===== src/rtl/eth_frame_builder_if.sv =====
// Byte-stream handshake bundle (tdata/tvalid/tready/tlast/tuser) used for both
// the payload input and the frame output of eth_frame_builder.
interface eth_frame_builder_if;
  logic [7:0] tdata;
  logic       tvalid;
  logic       tready;
  logic       tlast;
  logic       tuser;

  modport master (output tdata, tvalid, tlast, tuser, input tready);
  modport slave  (input tdata, tvalid, tlast, tuser, output tready);
endinterface


===== src/rtl/eth_frame_builder.sv =====
// Ethernet II frame builder for the MAC transmit path.
// Prepends destination MAC, source MAC and EtherType to a payload byte stream,
// zero-pads short payloads to MIN_PAYLOAD and terminates aborted or oversize
// frames with tuser+tlast so the MAC drops them. Preamble and FCS are left to
// the MAC.
// Optional feature: define ETH_FRAME_BUILDER_SEQ_EN to insert a 32-bit frame
// sequence number (counted as payload) between the header and the payload.
module eth_frame_builder #(
  parameter int MIN_PAYLOAD = 46,
  parameter int MAX_PAYLOAD = 1500,
  parameter int LEN_WIDTH   = 11
) (
  input  logic                tx_clk,
  input  logic                rst,
  input  logic [47:0]         dst_mac,
  input  logic [47:0]         src_mac,
  input  logic [15:0]         ethertype,
  eth_frame_builder_if.slave  s,
  eth_frame_builder_if.master tx,
  output logic                busy,
  output logic [15:0]         frames_sent,
  output logic [15:0]         frames_dropped
);

  localparam logic [2:0] ST_IDLE    = 3'd0;
  localparam logic [2:0] ST_HEADER  = 3'd1;
  localparam logic [2:0] ST_PAYLOAD = 3'd3;
  localparam logic [2:0] ST_PAD     = 3'd4;
  localparam logic [2:0] ST_DRAIN   = 3'd5;
`ifdef ETH_FRAME_BUILDER_SEQ_EN
  localparam logic [2:0] ST_SEQ     = 3'd2;
`endif

  localparam logic [LEN_WIDTH-1:0] MIN_LEN = LEN_WIDTH'(MIN_PAYLOAD);
  localparam logic [LEN_WIDTH-1:0] MAX_LEN = LEN_WIDTH'(MAX_PAYLOAD);

  logic [2:0]           state;
  logic [3:0]           hdr_idx;
  logic [13:0][7:0]     hdr_q;      // element 13 is the first byte on the wire
  logic [7:0]           hdr_byte;
  logic [LEN_WIDTH-1:0] cnt;
  logic [LEN_WIDTH-1:0] cnt_inc;

  logic [7:0] tdata_q;
  logic       tvalid_q;
  logic       tlast_q;
  logic       tuser_q;

  logic load_ok;     // output register can take a new byte this cycle
  logic pay_acc;     // payload byte accepted in PAYLOAD
  logic pay_bad;     // accepted byte aborts the frame
  logic pay_good;    // accepted byte ends a frame that needs no padding
  logic pad_done;    // final pad byte loads this cycle
  logic frame_good;

`ifdef ETH_FRAME_BUILDER_SEQ_EN
  logic [3:0][7:0] seq_num;
  logic [1:0]      seq_idx;
`endif

  // Handshake decode and per-byte frame decisions.
  always_comb begin
    // NOTE: every signal here is assigned on every path, so no latch can be inferred.
    load_ok    = ~tvalid_q | tx.tready;
    cnt_inc    = cnt + LEN_WIDTH'(1);
    hdr_byte   = hdr_q[4'd13 - hdr_idx];
    pay_acc    = (state == ST_PAYLOAD) & load_ok & s.tvalid;
    pay_bad    = pay_acc & (s.tuser | (cnt_inc > MAX_LEN));
    pay_good   = pay_acc & ~pay_bad & s.tlast & (cnt_inc >= MIN_LEN);
    pad_done   = (state == ST_PAD) & load_ok & (cnt_inc == MIN_LEN);
    frame_good = pay_good | pad_done;
  end

  assign s.tready  = (state == ST_PAYLOAD) ? load_ok : (state == ST_DRAIN);
  assign busy      = (state != ST_IDLE);
  assign tx.tdata  = tdata_q;
  assign tx.tvalid = tvalid_q;
  assign tx.tlast  = tlast_q;
  assign tx.tuser  = tuser_q;

  // Frame state machine, output register and frame counters.
  always_ff @(posedge tx_clk) begin
    if (rst) begin
      // NOTE: hdr_q only carries data, but it is cleared too; it is small and
      // keeps the post-reset state fully deterministic.
      state          <= ST_IDLE;
      hdr_idx        <= '0;
      hdr_q          <= '0;
      cnt            <= '0;
      tdata_q        <= '0;
      tvalid_q       <= 1'b0;
      tlast_q        <= 1'b0;
      tuser_q        <= 1'b0;
      frames_sent    <= '0;
      frames_dropped <= '0;
    end else begin
      // NOTE: non-blocking assignments so every register samples pre-edge values.
      // A byte that was accepted (or an empty register) is vacated unless a
      // new byte is loaded below in the same cycle.
      if (load_ok) begin
        tvalid_q <= 1'b0;
        tlast_q  <= 1'b0;
        tuser_q  <= 1'b0;
      end

      if (frame_good) frames_sent    <= frames_sent + 16'd1;
      if (pay_bad)    frames_dropped <= frames_dropped + 16'd1;

      case (state)
        ST_IDLE: begin
          if (s.tvalid) begin
            hdr_q   <= {dst_mac, src_mac, ethertype};
            hdr_idx <= '0;
            state   <= ST_HEADER;
          end
        end

        ST_HEADER: begin
          if (load_ok) begin
            tdata_q  <= hdr_byte;
            tvalid_q <= 1'b1;
            hdr_idx  <= hdr_idx + 4'd1;
            if (hdr_idx == 4'd13) begin
              cnt <= '0;
`ifdef ETH_FRAME_BUILDER_SEQ_EN
              state <= ST_SEQ;
`else
              state <= ST_PAYLOAD;
`endif
            end
          end
        end

`ifdef ETH_FRAME_BUILDER_SEQ_EN
        ST_SEQ: begin
          if (load_ok) begin
            tdata_q  <= seq_num[2'd3 - seq_idx];
            tvalid_q <= 1'b1;
            cnt      <= cnt_inc;
            if (seq_idx == 2'd3) state <= ST_PAYLOAD;
          end
        end
`endif

        ST_PAYLOAD: begin
          if (pay_acc) begin
            tdata_q  <= s.tdata;
            tvalid_q <= 1'b1;
            cnt      <= cnt_inc;
            if (pay_bad) begin
              tlast_q <= 1'b1;
              tuser_q <= 1'b1;
              state   <= s.tlast ? ST_IDLE : ST_DRAIN;
            end else if (pay_good) begin
              tlast_q <= 1'b1;
              state   <= ST_IDLE;
            end else if (s.tlast) begin
              state   <= ST_PAD;
            end
          end
        end

        ST_PAD: begin
          if (load_ok) begin
            tdata_q  <= 8'h00;
            tvalid_q <= 1'b1;
            cnt      <= cnt_inc;
            if (pad_done) begin
              tlast_q <= 1'b1;
              state   <= ST_IDLE;
            end
          end
        end

        ST_DRAIN: begin
          if (s.tvalid & s.tlast) state <= ST_IDLE;
        end

        default: state <= ST_IDLE;
      endcase
    end
  end

`ifdef ETH_FRAME_BUILDER_SEQ_EN
  // Sequence number advances only on good frames; byte index walks in SEQ.
  always_ff @(posedge tx_clk) begin
    if (rst) begin
      seq_num <= '0;
      seq_idx <= '0;
    end else begin
      if (frame_good) seq_num <= seq_num + 32'd1;
      if (state == ST_HEADER) seq_idx <= '0;
      else if ((state == ST_SEQ) && load_ok) seq_idx <= seq_idx + 2'd1;
    end
  end
`endif

endmodule


===== src/flat_wrapper.sv =====
// flat-port wrapper written by rule: the top's interface ports become plain ports
module eth_frame_builder_flat 
#(
  parameter int MIN_PAYLOAD = 46,
  parameter int MAX_PAYLOAD = 1500,
  parameter int LEN_WIDTH   = 11
)
  (tx_clk, rst, dst_mac, src_mac, ethertype, busy, frames_sent, frames_dropped, s_tdata, s_tvalid, s_tlast, s_tuser, s_tready, tx_tdata, tx_tvalid, tx_tlast, tx_tuser, tx_tready);
  eth_frame_builder_if s_i ();
  eth_frame_builder_if tx_i ();
  input  logic tx_clk;
  input  logic rst;
  input  logic [47:0] dst_mac;
  input  logic [47:0] src_mac;
  input  logic [15:0] ethertype;
  output logic busy;
  output logic [15:0] frames_sent;
  output logic [15:0] frames_dropped;
  input wire logic [$bits(s_i.tdata)-1:0] s_tdata;
  input wire logic [$bits(s_i.tvalid)-1:0] s_tvalid;
  input wire logic [$bits(s_i.tlast)-1:0] s_tlast;
  input wire logic [$bits(s_i.tuser)-1:0] s_tuser;
  output wire logic [$bits(s_i.tready)-1:0] s_tready;
  output wire logic [$bits(tx_i.tdata)-1:0] tx_tdata;
  output wire logic [$bits(tx_i.tvalid)-1:0] tx_tvalid;
  output wire logic [$bits(tx_i.tlast)-1:0] tx_tlast;
  output wire logic [$bits(tx_i.tuser)-1:0] tx_tuser;
  input wire logic [$bits(tx_i.tready)-1:0] tx_tready;
  assign s_i.tdata = s_tdata;
  assign s_i.tvalid = s_tvalid;
  assign s_i.tlast = s_tlast;
  assign s_i.tuser = s_tuser;
  assign s_tready = s_i.tready;
  assign tx_tdata = tx_i.tdata;
  assign tx_tvalid = tx_i.tvalid;
  assign tx_tlast = tx_i.tlast;
  assign tx_tuser = tx_i.tuser;
  assign tx_i.tready = tx_tready;
  eth_frame_builder #(.MIN_PAYLOAD(MIN_PAYLOAD), .MAX_PAYLOAD(MAX_PAYLOAD), .LEN_WIDTH(LEN_WIDTH)) u_core (.tx_clk(tx_clk), .rst(rst), .dst_mac(dst_mac), .src_mac(src_mac), .ethertype(ethertype), .s(s_i), .tx(tx_i), .busy(busy), .frames_sent(frames_sent), .frames_dropped(frames_dropped));
endmodule

===== config.mk =====
export PLATFORM = sky130hd
export DESIGN_NAME = eth_frame_builder_flat
export DESIGN_NICKNAME = d
export VERILOG_FILES = /design/src/rtl/eth_frame_builder_if.sv /design/src/rtl/eth_frame_builder.sv /design/src/flat_wrapper.sv
export SDC_FILE = /design/constraint.sdc
export NUM_CORES = 1
export LEC_CHECK = 0
export BUFFER_PORTS_ARGS = -buffer_cell sky130_fd_sc_hd__buf_4
export CORE_MARGIN = 2
export CORE_UTILIZATION = 47
export DETAILED_ROUTE_END_ITERATION = 7
export PLACE_DENSITY = 0.8
export SETUP_SLACK_MARGIN = 0.15
export SLEW_MARGIN = 30
export SYNTH_ARGS = -nofsm -noshare
export SYNTH_HDL_FRONTEND = slang
export SYNTH_SLANG_ARGS = --single-unit
export TNS_END_PERCENT = 5

===== constraint.sdc =====
create_clock -name tx_clk -period 2.6 [get_ports tx_clk]
set_clock_uncertainty 0.1 [all_clocks]
set_input_delay 0.65 -clock tx_clk [delete_from_list [all_inputs] [get_ports tx_clk]]
set_output_delay 0.65 -clock tx_clk [all_outputs]
set_load 0.1 [all_outputs]

== After elaboration in Yosys (flattened, before gate mapping) ==
Cells that the tools add are included.

* Input port bits: 126
* Bits in registers: 173
* Logic and storage cells: 111
* Output and inout port bits: 45

* Equal/unequal tests: 14
* Reductions and logical operators: 10
* Add/sub/neg operators: 5
* Order comparisons: 3
* Bitwise operators: 14
* Muxes and demuxes: 42

{| class="wikitable"
|+ Operators with widths
! operator !! count
|-
| 2-to-1 mux 11 bit || 4
|-
| 2-to-1 mux 3 bit || 11
|-
| case mux 11 bit (3 select lines) || 1
|-
| adder 16 x 1 -> 16 bit (second input constant) || 2
|-
| binary-select mux 8 bit (select 4 bit) || 1
|-
| 2-to-1 mux 8 bit || 4
|-
| case mux 8 bit (3 select lines) || 1
|-
| case mux 3 bit (5 select lines) || 1
|-
| 2-to-1 mux 1 bit || 14
|-
| adder 11 x 1 -> 11 bit (second input constant) || 1
|-
| == test 11 x 6 -> 1 bit (second input constant) || 1
|-
| greater-or-equal comparator 11 x 6 -> 1 bit (second input constant) || 1
|-
| greater-than comparator 11 bit (second input constant) || 1
|-
| != test 2 x 1 -> 1 bit (second input constant) || 5
|-
| bitwise AND 1 bit || 9
|-
| 2-to-1 mux 4 bit || 2
|-
| case mux 4 bit (2 select lines) || 1
|-
| AND reduction 8 bit || 1
|-
| == test 3 bit (second input constant) || 2
|-
| nonzero test 3 bit || 2
|-
| less-than comparator 4 x 5 -> 1 bit (second input constant) || 1
|-
| AND reduction 5 bit || 1
|-
| adder 4 x 1 -> 4 bit (second input constant) || 1
|-
| == test 4 bit (second input constant) || 1
|-
| other kinds (14) || 19
|}

== Depth between registers and ports, before layout ==
* Word-level depth: 13
* Mapped depth: 12
* Mapped depth without buffers: 10

== Worst setup path after synthesis ==
No wires, ideal clock.

* Path type: register to register
* Start point: register u_core.tvalid_q, in the netlist u_core.tx.tvalid
* End point: register u_core.frames_sent[5]
* Data arrival time: 2.725 ns
* Required time: 2.385 ns
* Setup time: 0.115 ns
* Period minus slack after synthesis: 2.940 ns
* Stages on the path, launching flop included: 10
* Slack: -0.340 ns
* Path through: dfxtp_1 > or2b_2 > and3_2 > and2_2 > a21boi_1 > a31oi_1 > o22a_2 > buf_2 > nor4_1 > o21ba_2

* Word-level cells in the longest chain between the ends: 10
* Elaborated cells on any way between the ends: 12
* Classes of those cells: 12 x bitwise

{| class="wikitable"
|+ Ends and longest elaborated chain
! item !! line !! text
|-
| from (decl) || eth_frame_builder.sv:45 || <nowiki>logic tvalid_q;</nowiki>
|-
| from (signal assigned) || eth_frame_builder.sv:91 || <nowiki>tvalid_q <= 1'b0;</nowiki>
|-
| from (signal assigned) || eth_frame_builder.sv:101 || <nowiki>tvalid_q <= 1'b0;</nowiki>
|-
| from (signal assigned) || eth_frame_builder.sv:121 || <nowiki>tvalid_q <= 1'b1;</nowiki>
|-
| NOT 1 bit (*) || eth_frame_builder.sv:64 || <nowiki>load_ok = ~tvalid_q | tx.tready;</nowiki>
|-
| OR 1 bit (*) || eth_frame_builder.sv:64 ||
|-
| bitwise AND 1 bit (2 in series) || eth_frame_builder.sv:67 || <nowiki>pay_acc = (state == ST_PAYLOAD) & load_ok & s.tvalid;</nowiki>
|-
| bitwise AND 1 bit || eth_frame_builder.sv:68 || <nowiki>pay_bad = pay_acc & (s.tuser | (cnt_inc > MAX_LEN));</nowiki>
|-
| NOT 1 bit || eth_frame_builder.sv:69 || <nowiki>pay_good = pay_acc & ~pay_bad & s.tlast & (cnt_inc >= MIN_LEN);</nowiki>
|-
| bitwise AND 1 bit (3 in series) || eth_frame_builder.sv:69 ||
|-
| OR 1 bit (*) || eth_frame_builder.sv:71 || <nowiki>frame_good = pay_good | pad_done;</nowiki>
|-
| to (signal assigned) || eth_frame_builder.sv:106 || <nowiki>if (frame_good) frames_sent <= frames_sent + 16'd1;</nowiki>
|-
| to (decl) || eth_frame_builder.sv:21 || <nowiki>output logic [15:0] frames_sent,</nowiki>
|}

Mark *: on every way between the ends. The rest lies on a longest branch, timed or not.
A chain may end at the register's enable or synchronous reset.

== Final worst setup path ==
* Start point: register u_core.cnt[1]
* End point: register u_core.state[2]

* Word-level cells in the longest chain between the ends: 12
* Elaborated cells on any way between the ends: 18
* Classes of those cells: 1 x add/sub; 2 x order compare; 3 x eq/ne; 4 x mux; 7 x bitwise; 1 x reduce/logical

{| class="wikitable"
|+ Ends and longest elaborated chain
! item !! line !! text
|-
| from (decl) || eth_frame_builder.sv:41 || <nowiki>logic [LEN_WIDTH-1:0] cnt;</nowiki>
|-
| from (signal assigned) || eth_frame_builder.sv:149 || <nowiki>cnt <= cnt_inc;</nowiki>
|-
| from (signal assigned) || eth_frame_builder.sv:167 || <nowiki>cnt <= cnt_inc;</nowiki>
|-
| adder 11 x 1 -> 11 bit (*) || eth_frame_builder.sv:65 || <nowiki>cnt_inc = cnt + LEN_WIDTH'(1);</nowiki>
|-
| greater-than comparator 11 bit || eth_frame_builder.sv:68 ||
|-
| OR 1 bit || eth_frame_builder.sv:68 ||
|-
| bitwise AND 1 bit || eth_frame_builder.sv:68 ||
|-
| NOT 1 bit || eth_frame_builder.sv:69 ||
|-
| bitwise AND 1 bit (3 in series) || eth_frame_builder.sv:69 ||
|-
| 2-to-1 mux 3 bit || eth_frame_builder.sv:154 || <nowiki>end else if (pay_good) begin</nowiki>
|-
| 2-to-1 mux 3 bit || eth_frame_builder.sv:150 || <nowiki>if (pay_bad) begin</nowiki>
|-
| 2-to-1 mux 3 bit || eth_frame_builder.sv:146 || <nowiki>if (pay_acc) begin</nowiki>
|-
| case mux 3 bit (5 select lines) || eth_frame_builder.sv:109 || <nowiki>case (state)</nowiki>
|-
| to (signal assigned) || eth_frame_builder.sv:153 || <nowiki>state <= s.tlast ? ST_IDLE : ST_DRAIN;</nowiki>
|-
| to (decl) || eth_frame_builder.sv:37 || <nowiki>logic [2:0] state;</nowiki>
|}

Mark *: on every way between the ends. The rest lies on a longest branch, timed or not. The select of a mux whose other input is x is not followed.

==> summary.txt <==
Final nets: 1292
Fmax: 377 MHz
Status: finished, violations left
CTS tree: done
Unique masters post-synth: 72
Via Count: 7583
Synthesized instance count: 983
Placer Congestion: 0.879
Drt drc: 0
EDFF count, synth: 0
Total global-route track usage: 23.6%
Initial antenna violation count: 0
VDD IR max: 0.475 mV
CP max FO: 4
Max Cap Viol: 0
Post-Syn Area: 8160 um2
WL final: 21.7 mm
PD cells: 601 nW/um2
Post-synthesis register bit count: 173
Vias in the first global route: 7177
Final Max Slew Viols: 0
Required time of the critical path: 2870 ps
Top-area cell type share of the netlist area: 42.5%
Hold WC Path Type: reg2reg
Worst-skew pair later-pin latency: 430 ps
Fin area: 10600 um2
RSZ-0062 raised after global routing: true
CTS Buf Count: 17
DRT iter0 DRCs: 504
Chip width: 136 um
Warnings, synthesis: 0
Antenna diode count: 0
Syn_nets: 1117
Hpwl dp: 14.9 mm
Area grow syn2layout: 30.3%
Top FF cell, synth: dfxtp_1
DRT Pass-1 Iters: 6
DRT antenna net count: 0
Die Y: 136 um
Sequential cell area fraction in the yosys report: 42.5%
Placement Cell Area: 9980 um2
Final routed wire length divided by cell count: 15.5 um
Cell taking the most area after synthesis: dfxtp_1
Share of layout cells above drive strength 1: 29.4%
Final worst setup slack: -54.2 ps
Final Setup Violations: 10
Worst Setup End Kind: flip-flop
CTS Sinks: 173
Most common cell after layout, fill and taps aside: nand2_1
Max-slew headroom: 66.7%
Failing checks: setup timing
Hold Fails Final Rpt: 0
Leak Pwr: 4.11 nW
CTS root buf: clkbuf_16
Worst setup SP type: flip-flop
Initial core utilization: 47.7%
Critical path class: reg2reg
Most frequent cells in the layout: nand2_1, buf_4, dfxtp_1, a21oi_1, nor2_1
CTS Hold Bufs: 0
I/O Buffers: 170
Design Power: 6.39 mW
Final min period: 2650 ps
Ys async rst share: 0%
Syn avg cell area: 8.30 um2
Final period utilization: 102%
Dominant cells by area after synthesis: dfxtp_1, nand2_1, a21oi_1
Reg clk slew, reported paths: 60 ps
Worst-Margin Slew: 499 ps
DR vias/cell: 5.44
Crit path DAT: 2920 ps
IO Count: 171
First-pass GRT wire length: 34.8 mm
Die footprint: 18400 um2
H-tree depth: 4
Clock Path Buffers: 2
Core Footprint: 17100 um2
Overflow left after global routing: 0
Largest net degree at the start of global routing: 113
Num rows: 48
# Post-CTS Setup Buffers: 0
through the flow:
step	TNS (ps)	cells	setup slack (ps)	hold WS, ps	utilization (%)
after floorplan	0	983	1.46	331	-
after global placement	-144	1364	-34.3	340	58.3
after detailed placement	-572	1364	-85.0	346	58.3
after CTS	-107	1395	-42.9	353	61.9
after global routing	-1750	1395	-156	352	62.1
final	-212	1395	-54.2	353	62.1
synthesized netlist by cell type, types with 3 or more instances:
master	count
nand2_1	262
dfxtp_1	173
a21oi_1	151
clkbuf_1	48
nor2_1	46
mux4_2	24
o21ai_0	22
nand3_1	19
or3_1	16
xnor2_1	16
mux2i_1	15
nor3_1	14
inv_1	13
buf_1	10
nand4_1	10
and3_1	8
buf_2	8
ha_1	8
xor2_1	7
o211ai_1	6
a22oi_1	5
clkbuf_8	5
mux2_2	5
o221ai_1	5
or4_1	5
a211oi_1	4
a311oi_1	4
a31oi_1	4
nor4_1	4
o311ai_0	4
buf_6	3
nand2b_1	3
nand3b_1	3
nor2b_1	3
o31ai_1	3
kinds of logic (layout without fill, tap and decap cells):
| family | count (synthesis) | after routing | share of synthesized area [%] |
|---|---|---|---|
| AND/OR/NAND/NOR | 417 | 417 | 23.0 |
| flip-flops | 173 | 173 | 42.5 |
| multiplexers | 45 | 45 | 9.34 |
| buffers and inverters | 88 | 275 | 5.11 |
| adder cells (fa/ha/maj) | 8 | 8 | 1.23 |
| AO/OA/AOI/OAI | 229 | 229 | 16.4 |
| XOR/XNOR | 23 | 23 | 2.47 |
power breakdown:
group | switching [mW] | total, mW | leakage, nW | internal, mW
clock | 1.08 | 2.42 | 0.277 | 1.34
sequential | 0.0879 | 2.89 | 1.42 | 2.80
combinational | 0.646 | 1.08 | 2.42 | 0.438
sequential cells by signal, summed over array words and instances (netlist names):
name,cells
u_core.frames_sent,16
u_core.frames_dropped,16
u_core.tx.tvalid,1
u_core.hdr_idx,4
u_core.tx.tuser,1
u_core.cnt,11
u_core.hdr_q,112
u_core.tx.tdata,8
u_core.tx.tlast,1
u_core.state,3
critical path, cell delays in order, from the launching register on:
cell and delay [ps]:
dfxtp_4 370, ha_4 160, nand3_2 90, or4_4 500, a22oi_4 230, nand4_4 110, mux2_4 270, a221o_1 380
a211o_1 260, a21oi_2 120
path summary, 6_finish.rpt:
path                                       start               end  slack, ps  depth (start not counted)
worst min register to register  u_core.hdr_q[77]  u_core.hdr_q[77]        350                          2
worst max register to register     u_core.cnt[1]   u_core.state[2]        -50                          9
worst min-delay path            u_core.hdr_q[77]  u_core.hdr_q[77]        350                          2
worst max-delay path               u_core.cnt[1]   u_core.state[2]        -50                          9
cell type report:
type,instances,area (um2)
fillers,1474,6490
multi-input cells,722,4410
flip-flops and latches,173,3480
repair buffers,231,1850
clock buffers,21,482
well taps,225,282
clock inverters,10,77.6
inverters,13,48.8
metal layers:
layer	vias to the layer above	routed length [um]	global-route usage, %
li1	3762	-	-
met1	3578	9870	31.8
met2	202	10200	38.3
met3	41	1040	4.41
met4	0	508	8.22
met5	-	0	0
repair_timing:
item,4_1_cts,5_1_grt
pin swaps,3,1
setup endpoints to repair,22,35
gates resized for setup,13,9
No activity file was read; power rests on OpenSTA's default activity.
